==> src/rtl/cache_arb_pkg.sv <==
// Shared definitions for the cache bus arbiter: FSM state encoding,
// bus owner encoding and sram-like transfer size constants.
package cache_arb_pkg;

  typedef enum logic [1:0] {
    ST_IDLE = 2'd0,
    ST_ADDR = 2'd1,
    ST_DATA = 2'd2
  } arb_state_e;

  typedef enum logic {
    OWN_DATA = 1'b0,
    OWN_INST = 1'b1
  } arb_owner_e;

  localparam logic [1:0] SIZE_BYTE = 2'd0;
  localparam logic [1:0] SIZE_HALF = 2'd1;
  localparam logic [1:0] SIZE_WORD = 2'd2;

endpackage

==> src/rtl/cache_arb_pick.sv <==
// Combinational winner select between the inst and data requesters.
// Optional feature macro: CACHE_ARB_RR_EN (round-robin instead of
// fixed data priority with starvation override).
// Ports:
//   inst_req, data_req  requests presented this cycle
//   starve_cnt          consecutive data grants while inst waited (default build)
//   last_owner          requester granted most recently (round-robin build)
//   win_valid           at least one requester is asking
//   win_owner           selected requester
module cache_arb_pick
  import cache_arb_pkg::*;
#(
  parameter int unsigned STARVE_LIMIT = 4
) (
  input  logic       inst_req,
  input  logic       data_req,
`ifdef CACHE_ARB_RR_EN
  input  arb_owner_e last_owner,
`else
  input  logic [3:0] starve_cnt,
`endif
  output logic       win_valid,
  output arb_owner_e win_owner
);

  logic inst_pref;

  always_comb begin
`ifdef CACHE_ARB_RR_EN
    inst_pref = (last_owner == OWN_DATA);
`else
    inst_pref = (starve_cnt >= 4'(STARVE_LIMIT));
`endif
    win_valid = inst_req | data_req;
    win_owner = OWN_DATA;
    if (inst_req && (!data_req || inst_pref)) begin
      win_owner = OWN_INST;
    end
  end

endmodule

==> src/rtl/cache_bus_arbiter.sv <==
// Arbitrates an i_cache and a d_cache sram-like port onto one shared
// sram-like bus with a single outstanding transaction.
// Optional feature macro: CACHE_ARB_RR_EN (round-robin arbitration; the
// starvation counter and STARVE_LIMIT are then unused).
// Ports:
//   clk, resetn                 clock, asynchronous active-low reset
//   inst_* (in)  / inst_* (out) i_cache request / responses
//   data_* (in)  / data_* (out) d_cache request / responses
//   bus_*  (out) / bus_*  (in)  shared bus request / responses
module cache_bus_arbiter
  import cache_arb_pkg::*;
#(
  parameter int unsigned STARVE_LIMIT = 4
) (
  input  logic        clk,
  input  logic        resetn,
  input  logic        inst_req,
  input  logic        inst_wr,
  input  logic [1:0]  inst_size,
  input  logic [31:0] inst_addr,
  input  logic [31:0] inst_wdata,
  output logic [31:0] inst_rdata,
  output logic        inst_addr_ok,
  output logic        inst_data_ok,
  input  logic        data_req,
  input  logic        data_wr,
  input  logic [1:0]  data_size,
  input  logic [31:0] data_addr,
  input  logic [31:0] data_wdata,
  output logic [31:0] data_rdata,
  output logic        data_addr_ok,
  output logic        data_data_ok,
  output logic        bus_req,
  output logic        bus_wr,
  output logic [1:0]  bus_size,
  output logic [31:0] bus_addr,
  output logic [31:0] bus_wdata,
  input  logic [31:0] bus_rdata,
  input  logic        bus_addr_ok,
  input  logic        bus_data_ok
);

  arb_state_e state, state_n;
  arb_owner_e owner, owner_n;
  arb_owner_e cur_owner;
  arb_owner_e win_owner;
  logic       win_valid;
  logic       in_idle;
  logic       live;
  logic       addr_acc;
  logic       data_acc;

  assign in_idle = (state == ST_IDLE);

`ifdef CACHE_ARB_RR_EN
  // The latched owner doubles as "last granted": it only changes when a
  // new transaction is won, which is always carried to its address phase.
  cache_arb_pick #(.STARVE_LIMIT(STARVE_LIMIT)) u_pick (
    .inst_req   (inst_req),
    .data_req   (data_req),
    .last_owner (owner),
    .win_valid  (win_valid),
    .win_owner  (win_owner)
  );
`else
  logic [3:0] starve_cnt, starve_cnt_n;

  cache_arb_pick #(.STARVE_LIMIT(STARVE_LIMIT)) u_pick (
    .inst_req   (inst_req),
    .data_req   (data_req),
    .starve_cnt (starve_cnt),
    .win_valid  (win_valid),
    .win_owner  (win_owner)
  );
`endif

  // Datapath: in IDLE the combinational winner owns the bus this cycle,
  // otherwise the latched owner's live request fields are forwarded.
  // Outputs are gated by resetn so they drop immediately on reset.
  always_comb begin
    cur_owner = in_idle ? win_owner : owner;
    live      = in_idle ? win_valid : (state == ST_ADDR);
    bus_req   = resetn && live;
    if (cur_owner == OWN_INST) begin
      bus_wr    = inst_wr;
      bus_size  = inst_size;
      bus_addr  = inst_addr;
      bus_wdata = inst_wdata;
    end else begin
      bus_wr    = data_wr;
      bus_size  = data_size;
      bus_addr  = data_addr;
      bus_wdata = data_wdata;
    end
    addr_acc     = resetn && live && bus_addr_ok;
    data_acc     = resetn && bus_data_ok && ((state == ST_DATA) || addr_acc);
    inst_addr_ok = addr_acc && (cur_owner == OWN_INST);
    data_addr_ok = addr_acc && (cur_owner == OWN_DATA);
    inst_data_ok = data_acc && (cur_owner == OWN_INST);
    data_data_ok = data_acc && (cur_owner == OWN_DATA);
    inst_rdata   = bus_rdata;
    data_rdata   = bus_rdata;
  end

  always_comb begin
    state_n = state;
    owner_n = owner;
    case (state)
      ST_IDLE: begin
        if (win_valid) begin
          owner_n = win_owner;
          if (bus_addr_ok) state_n = bus_data_ok ? ST_IDLE : ST_DATA;
          else             state_n = ST_ADDR;
        end
      end
      ST_ADDR: begin
        if (bus_addr_ok) state_n = bus_data_ok ? ST_IDLE : ST_DATA;
      end
      ST_DATA: begin
        if (bus_data_ok) state_n = ST_IDLE;
      end
      default: state_n = ST_IDLE;
    endcase
  end

`ifndef CACHE_ARB_RR_EN
  always_comb begin
    starve_cnt_n = starve_cnt;
    if (addr_acc) begin
      if (cur_owner == OWN_INST)             starve_cnt_n = '0;
      else if (inst_req && starve_cnt != '1) starve_cnt_n = starve_cnt + 4'd1;
    end else if (in_idle && !inst_req) begin
      starve_cnt_n = '0;
    end
  end

  always_ff @(posedge clk or negedge resetn) begin
    if (!resetn) starve_cnt <= '0;
    else         starve_cnt <= starve_cnt_n;
  end
`endif

  always_ff @(posedge clk or negedge resetn) begin
    if (!resetn) begin
      state <= ST_IDLE;
      owner <= OWN_DATA;
    end else begin
      state <= state_n;
      owner <= owner_n;
    end
  end

endmodule

==> config.mk <==
export PLATFORM = sky130hd
export DESIGN_NAME = cache_bus_arbiter
export DESIGN_NICKNAME = d
export VERILOG_FILES = /design/src/rtl/cache_arb_pkg.sv /design/src/rtl/cache_arb_pick.sv /design/src/rtl/cache_bus_arbiter.sv
export SDC_FILE = /design/constraint.sdc
export NUM_CORES = 1
export LEC_CHECK = 0
export CORE_AREA = 2 2 119 121
export CTS_CLUSTER_DIAMETER = 60
export DETAILED_ROUTE_END_ITERATION = 10
export DIE_AREA = 0 0 121 123
export GPL_ROUTABILITY_DRIVEN = 0
export GPL_TIMING_DRIVEN = 1
export PLACE_DENSITY = 0.56
export RECOVER_POWER = 100
export SLEW_MARGIN = 20
export SYNTH_ARGS = -nofsm -noshare
export SYNTH_HDL_FRONTEND = slang
export SYNTH_SLANG_ARGS = --single-unit
==> constraint.sdc <==
create_clock -name clk -period 3.05 [get_ports clk]
set_input_delay 0.61 -clock clk [delete_from_list [all_inputs] [get_ports clk]]
set_output_delay 0.61 -clock clk [all_outputs]
set_load 0.005 [all_outputs]
Word level (Yosys, flattened, before mapping) --
Index checks and enable logic that the tools add are counted.
Storage, ports and cells: bits in registers 7, input port bits 172, output and inout bits 136, word-level logic and storage cells 51
Operators by class: add/subtract/negate cells 1, order comparisons 1, eq/ne operators 7, multiplexer cells 17, bitwise gates (word level) 2, reduce and logical (&&, ||, !) cells 20
Operators with widths (count):
- 32-bit 2-to-1 mux | 2
- 4-bit 2-to-1 mux | 4
- 2-bit 2-to-1 mux | 6
- 1-bit logical AND | 11
- 2-bit != test, second input constant | 3
- 2-bit case mux with 3 select lines | 1
- 4-bit by 1-bit adder with 4-bit output, second input constant | 1
- 4-bit by 3-bit >= comparator with 1-bit output, second input constant | 1
- 1-bit 2-to-1 mux | 4
- 4-bit != test, second input constant | 1
- 2-bit AND reduction | 2
- 3-bit by 2-bit != test with 1-bit output, second input constant | 1
- 3-bit AND reduction | 1
- 2-bit by 1-bit equality test with 1-bit output, second input constant | 1
- 2-bit equality test, second input constant | 1
- 1-bit zero test | 2
- 2-bit zero test | 1
- 1-bit logical OR | 2
- 2-bit nonzero test | 1
- 1-bit NOT | 1
- 1-bit OR | 1

Depth between registers and ports, before layout --
Gate-level depths: netlist of run 1.
depth in word-level cells 7, gate-level depth with buffers 8

Modules after synthesis --
A second synthesis of run 1 with hierarchy kept.
Unflattened totals: cells, all modules 189, area, all modules 1726.7 um^2
By module, submodules not included:
- cache_bus_arbiter | instances 1, cells an instance 186, area each 1709.1 um^2, sequential area each 175.2 um^2
- cache_arb_pick | instances 1, cells an instance 3, area each 17.5 um^2, sequential area each 0.0 um^2

Least setup slack after synthesis of run 1 --
OpenSTA, ideal clock, no wires.
path kind input to output, start input data_req, end output bus_wdata[12], arrival time 1.683 ns, slack 0.757 ns, cell stages on the path 7, buffers on the path 3, cell sequence or3b_1 -> a31o_1 -> buf_2 -> buf_6 -> buf_6 -> nand2_1 -> nand2_1
Between the ends: longest elaborated chain between the ends 6
RTL lines:
- start: declaration | RTL line cache_bus_arbiter.sv:25 | input logic data_req,
- 1-bit zero test | RTL line cache_arb_pick.sv:36 | if (inst_req && (!data_req || inst_pref)) begin
- 1-bit logical OR | RTL line cache_arb_pick.sv:36
- 1-bit logical AND | RTL line cache_arb_pick.sv:36
- 1-bit 2-to-1 mux | RTL line cache_arb_pick.sv:36
- 1-bit 2-to-1 mux | RTL line cache_bus_arbiter.sv:81 | cur_owner = in_idle ? win_owner : owner;
- 32-bit 2-to-1 mux | RTL line cache_bus_arbiter.sv:84 | if (cur_owner == OWN_INST) begin
- end: declaration | RTL line cache_bus_arbiter.sv:37 | output logic [31:0] bus_wdata,
No other way between the ends.

Final worst setup path of run 1 --
start input inst_req, end output bus_wdata[29]
Between the ends: longest elaborated chain between the ends 4
RTL lines:
- start: declaration | RTL line cache_bus_arbiter.sv:17 | input logic inst_req,
- 1-bit logical AND | RTL line cache_arb_pick.sv:36
- 1-bit 2-to-1 mux | RTL line cache_arb_pick.sv:36
- 1-bit 2-to-1 mux | RTL line cache_bus_arbiter.sv:81
- 32-bit 2-to-1 mux | RTL line cache_bus_arbiter.sv:84
No other way between the ends.

==> results of run 1 <==
## worst register-to-register path, cell delays in order, from the launching register on
cell and delay (ns):
sky130_fd_sc_hd__dfrtp_1 0.45, sky130_fd_sc_hd__nor2_1 0.28, sky130_fd_sc_hd__a31oi_4 0.14, sky130_fd_sc_hd__buf_12 0.15, sky130_fd_sc_hd__buf_12 0.12, sky130_fd_sc_hd__buf_12 0.13
sky130_fd_sc_hd__buf_6 0.11, sky130_fd_sc_hd__buf_4 0.12, sky130_fd_sc_hd__buf_4 0.12, sky130_fd_sc_hd__clkbuf_1 0.16, sky130_fd_sc_hd__a2bb2oi_1 0.30, sky130_fd_sc_hd__o21ai_0 0.14
## power by group
part           internal, µW  switching, µW  leakage [µW]
combinational           548            376       0.00184
sequential              103           9.77     0.0000932
clock                   174           53.3     0.0000382
## cells by family after synthesis
| group | count (synthesis) |
|---|---|
| AND/OR/NAND/NOR | 229 |
| multiplexers | 1 |
| adder cells (fa/ha/maj) | 1 |
| AO/OA/AOI/OAI | 11 |
| buffers and inverters | 85 |
| flip-flops | 7 |
## worst min-delay path by stage
stage	endpoint	startpoint
after floorplan	owner	resetn
after global placement	owner	owner
after detailed placement	owner	owner
after CTS	owner	owner
after global routing	owner	owner
final	owner	owner
## cell usage after synthesis (2+ instances only)
master	count
sky130_fd_sc_hd__inv_1	3
sky130_fd_sc_hd__buf_6	2
sky130_fd_sc_hd__buf_2	9
sky130_fd_sc_hd__nor3_1	3
sky130_fd_sc_hd__nand4_1	3
sky130_fd_sc_hd__buf_4	70
sky130_fd_sc_hd__nand3_1	2
sky130_fd_sc_hd__dfrtp_1	7
sky130_fd_sc_hd__o21ai_0	2
sky130_fd_sc_hd__and2_1	3
sky130_fd_sc_hd__nand2_1	205
sky130_fd_sc_hd__nor2_1	7
sky130_fd_sc_hd__o211ai_1	3
## registers in the layout (all words and copies together), names as in the netlist
register    cells
state           2
owner           1
starve_cnt      4
## metrics by stage
stage          total power [µW]  setup TNS [ns]
2_1_floorplan               505               0
3_3_place_gp               1020          -13.00
3_5_place_dp               1020          -12.56
4_1_cts                    1290          -0.957
5_1_grt                    1370               0
6_report                   1260               0
## area by class of cell
| class | instances | area share (%) |
|---|---|---|
| multi-input cells | 242 | 26.3 |
| clock buffers | 4 | 2.02 |
| flip-flops and latches | 7 | 4.50 |
| repair buffers | 238 | 61.1 |
| well taps | 180 | 5.78 |
| inverters | 3 | 0.289 |
## what timing repair did
action / in CTS / in global routing
gates cloned: 3 / 1
endpoints found under the hold margin: 0 / 0
endpoints found under the setup margin: 71 / 37
gates resized for setup: 82 / 8
pin swaps: 1 / 1
buffers inserted: 9 / 5
## routing by layer
| layer | vias up | GRT usage, % | share of wire, % |
|---|---|---|---|
| met5 | - | 0 | 0 |
| met4 | 0 | 4.29 | 3.2 |
| met3 | 39 | 3.00 | 9.8 |
| met2 | 145 | 17.2 | 48 |
| met1 | 1092 | 12.1 | 39 |
| li1 | 1275 | - | - |
==> metrics.txt, run 1 <==
status=finished, final reports clean; commonest non-fill, non-tap cell in the layout=sky130_fd_sc_hd__nand2_1; final antenna-violating net count=0; number of placed instances with taps included=653; overflow left after global routing=0; post-synthesis sequential element count=7; CP Launch Type=input port; area of combinational cells with multiple inputs=1030 µm²; synthesized netlist cell count=334; FF+latch area=175 µm²; Worst path depth=10; cell type of the slowest stage on the worst timing path=sky130_fd_sc_hd__clkdlybuf4s50_1; routed via count divided by cell count=3.78; clock-pin transition on the worst setup and hold timing paths=0.03 ns; number of iterations in the first detailed-routing pass=4; clock period minus final worst setup slack=2.91 ns; area growth from synthesis to final layout=117%; R2R Setup Slk=0.67 ns; origin of the critical flop-to-flop path=state[1]; worst hold stages=2; leading cell types in the layout, fill and taps excluded=205 x sky130_fd_sc_hd__nand2_1, 139 x sky130_fd_sc_hd__clkdlybuf4s50_1, 57 x sky130_fd_sc_hd__dlygate4sd2_1, 9 x sky130_fd_sc_hd__buf_12, 8 x sky130_fd_sc_hd__clkdlybuf4s25_1; count of hold-fix buffers inserted at cts=0; worst min-delay path category=reg -> reg; maximum number of pins on one net before global-route repair=36; clock tree from TritonCTS=built; post-route worst hold slack=0.491 ns; mean post-synth cell area=5.37 µm²; max-capacitance violation count=0; top-level port count=308; kind of critical path=in -> out; Placed Instance Area=3670 µm²; mux contribution to synthesized area=0.558%; layout cells sized above 1=6.28%; Slew Viols, Final=0; CTS Sinks=7; stage delay of the slowest cell on the critical path=0.45 ns; number of clock buffers inserted by TritonCTS=3; area enclosed by the die boundary=14,900 µm²; area share of xor/xnor cells in the synthesized design=0%; post-layout worst setup margin=0.143 ns; DR vias=2,551; utilization of the core after routing=28.6%; path depth of the worst reg2reg path=11; Final setup violation count=0; EDFF count, synth=0; number of global-route vias before repair=2,403; remaining routing DRC violations=0; detailed-route wire length=8440 µm; synth top area cells=sky130_fd_sc_hd__nand2_1 43%, sky130_fd_sc_hd__buf_4 29%, sky130_fd_sc_hd__dfrtp_1 9.8%; area fraction in and, or, nand and nor cells after synthesis=50.4%; Worst Max-Slew Pin Slew=0.564 ns; async set-reset flop share out of synthesis=100%; maximum buffer depth of the clock tree=2; clock network latency to the later pin of the worst-skew pair=0.24 ns; Yosys Warn Count=0; crit path launch=inst_req; Die Span X=121 µm; Highest Clock Rate=344 MHz; detailed placer's ending HPWL=6280 µm; CP Buf/Inv Count=7; worst slack at placement=-0.266 ns; Slew Limit Headroom=61.5%; main combinational cell family by area after synthesis=simple AND/OR/NAND/NOR gates; number of diodes=0; sequential fraction of the synthesis area=9.76%; Synth Net Count=507; Hold Fails Final Rpt=0; crit path cell chain=clkdlybuf4s50_1 -> buf_4 -> a31oi_4 -> buf_12 -> buf_12 -> clkbuf_2 -> buf_16 -> nand2_1 -> nand2_1 -> dlygate4sd2_1; Synth Area in Compound Gates=4.67%; library cell occupying the most area in the post-synthesis netlist=sky130_fd_sc_hd__nand2_1; leakage power=0.00197 µW; Floorplan Core Area=13,600 µm²; final standard cell area without fillers=3900 µm²; H-Tree Level Count=1; Max FO, Critical Path=9; non-filler instance count after layout=674; RSZ-0062 raised after global routing=no; Die Height=123 µm; number of antenna violations at the first check in global routing=0; required time at the worst-slack endpoint=2.44 ns; Cell Pwr Density=324 nW/µm²; adder and majority cell fraction of the synthesized area=0.697%; master cell of the clock root buffer=sky130_fd_sc_hd__clkbuf_16; worst setup path end=bus_wdata[29]; data arrival time at the worst-slack endpoint=2.30 ns; share of Yosys cell area claimed by the top area cell type=42.9%; Crit path max-delay family=buffers and inverters; nature of the critical path endpoint=output pin; first-pass GRT wire length=12,100 µm; Max VDD drop=165 µV; detailed router's first-iteration violation count=57; filler cell count=1,489; count of cell types in the netlist=28; most frequently used flop master after synthesis=sky130_fd_sc_hd__dfrtp_1; post-route clock period utilization=95.3%; post-route clock skew=0.00113 ns; terminus of the critical flop-to-flop path=starve_cnt[2]; Initial Utilization=13.2%; # rows=43; cell area after technology mapping=1790 µm²; IO buf count=211; routed wire length per instance=12.5 µm; net count of the finished layout=668; all-layer global routing usage=10.2%
Note: power is estimated with default switching activity, not from simulation.
==> run 2, diff against run 1 <==
GPL_TIMING_DRIVEN = default   (was 1)
==> results of run 2 <==
The final DEF is identical to that of run 1; final timing and power are the same.
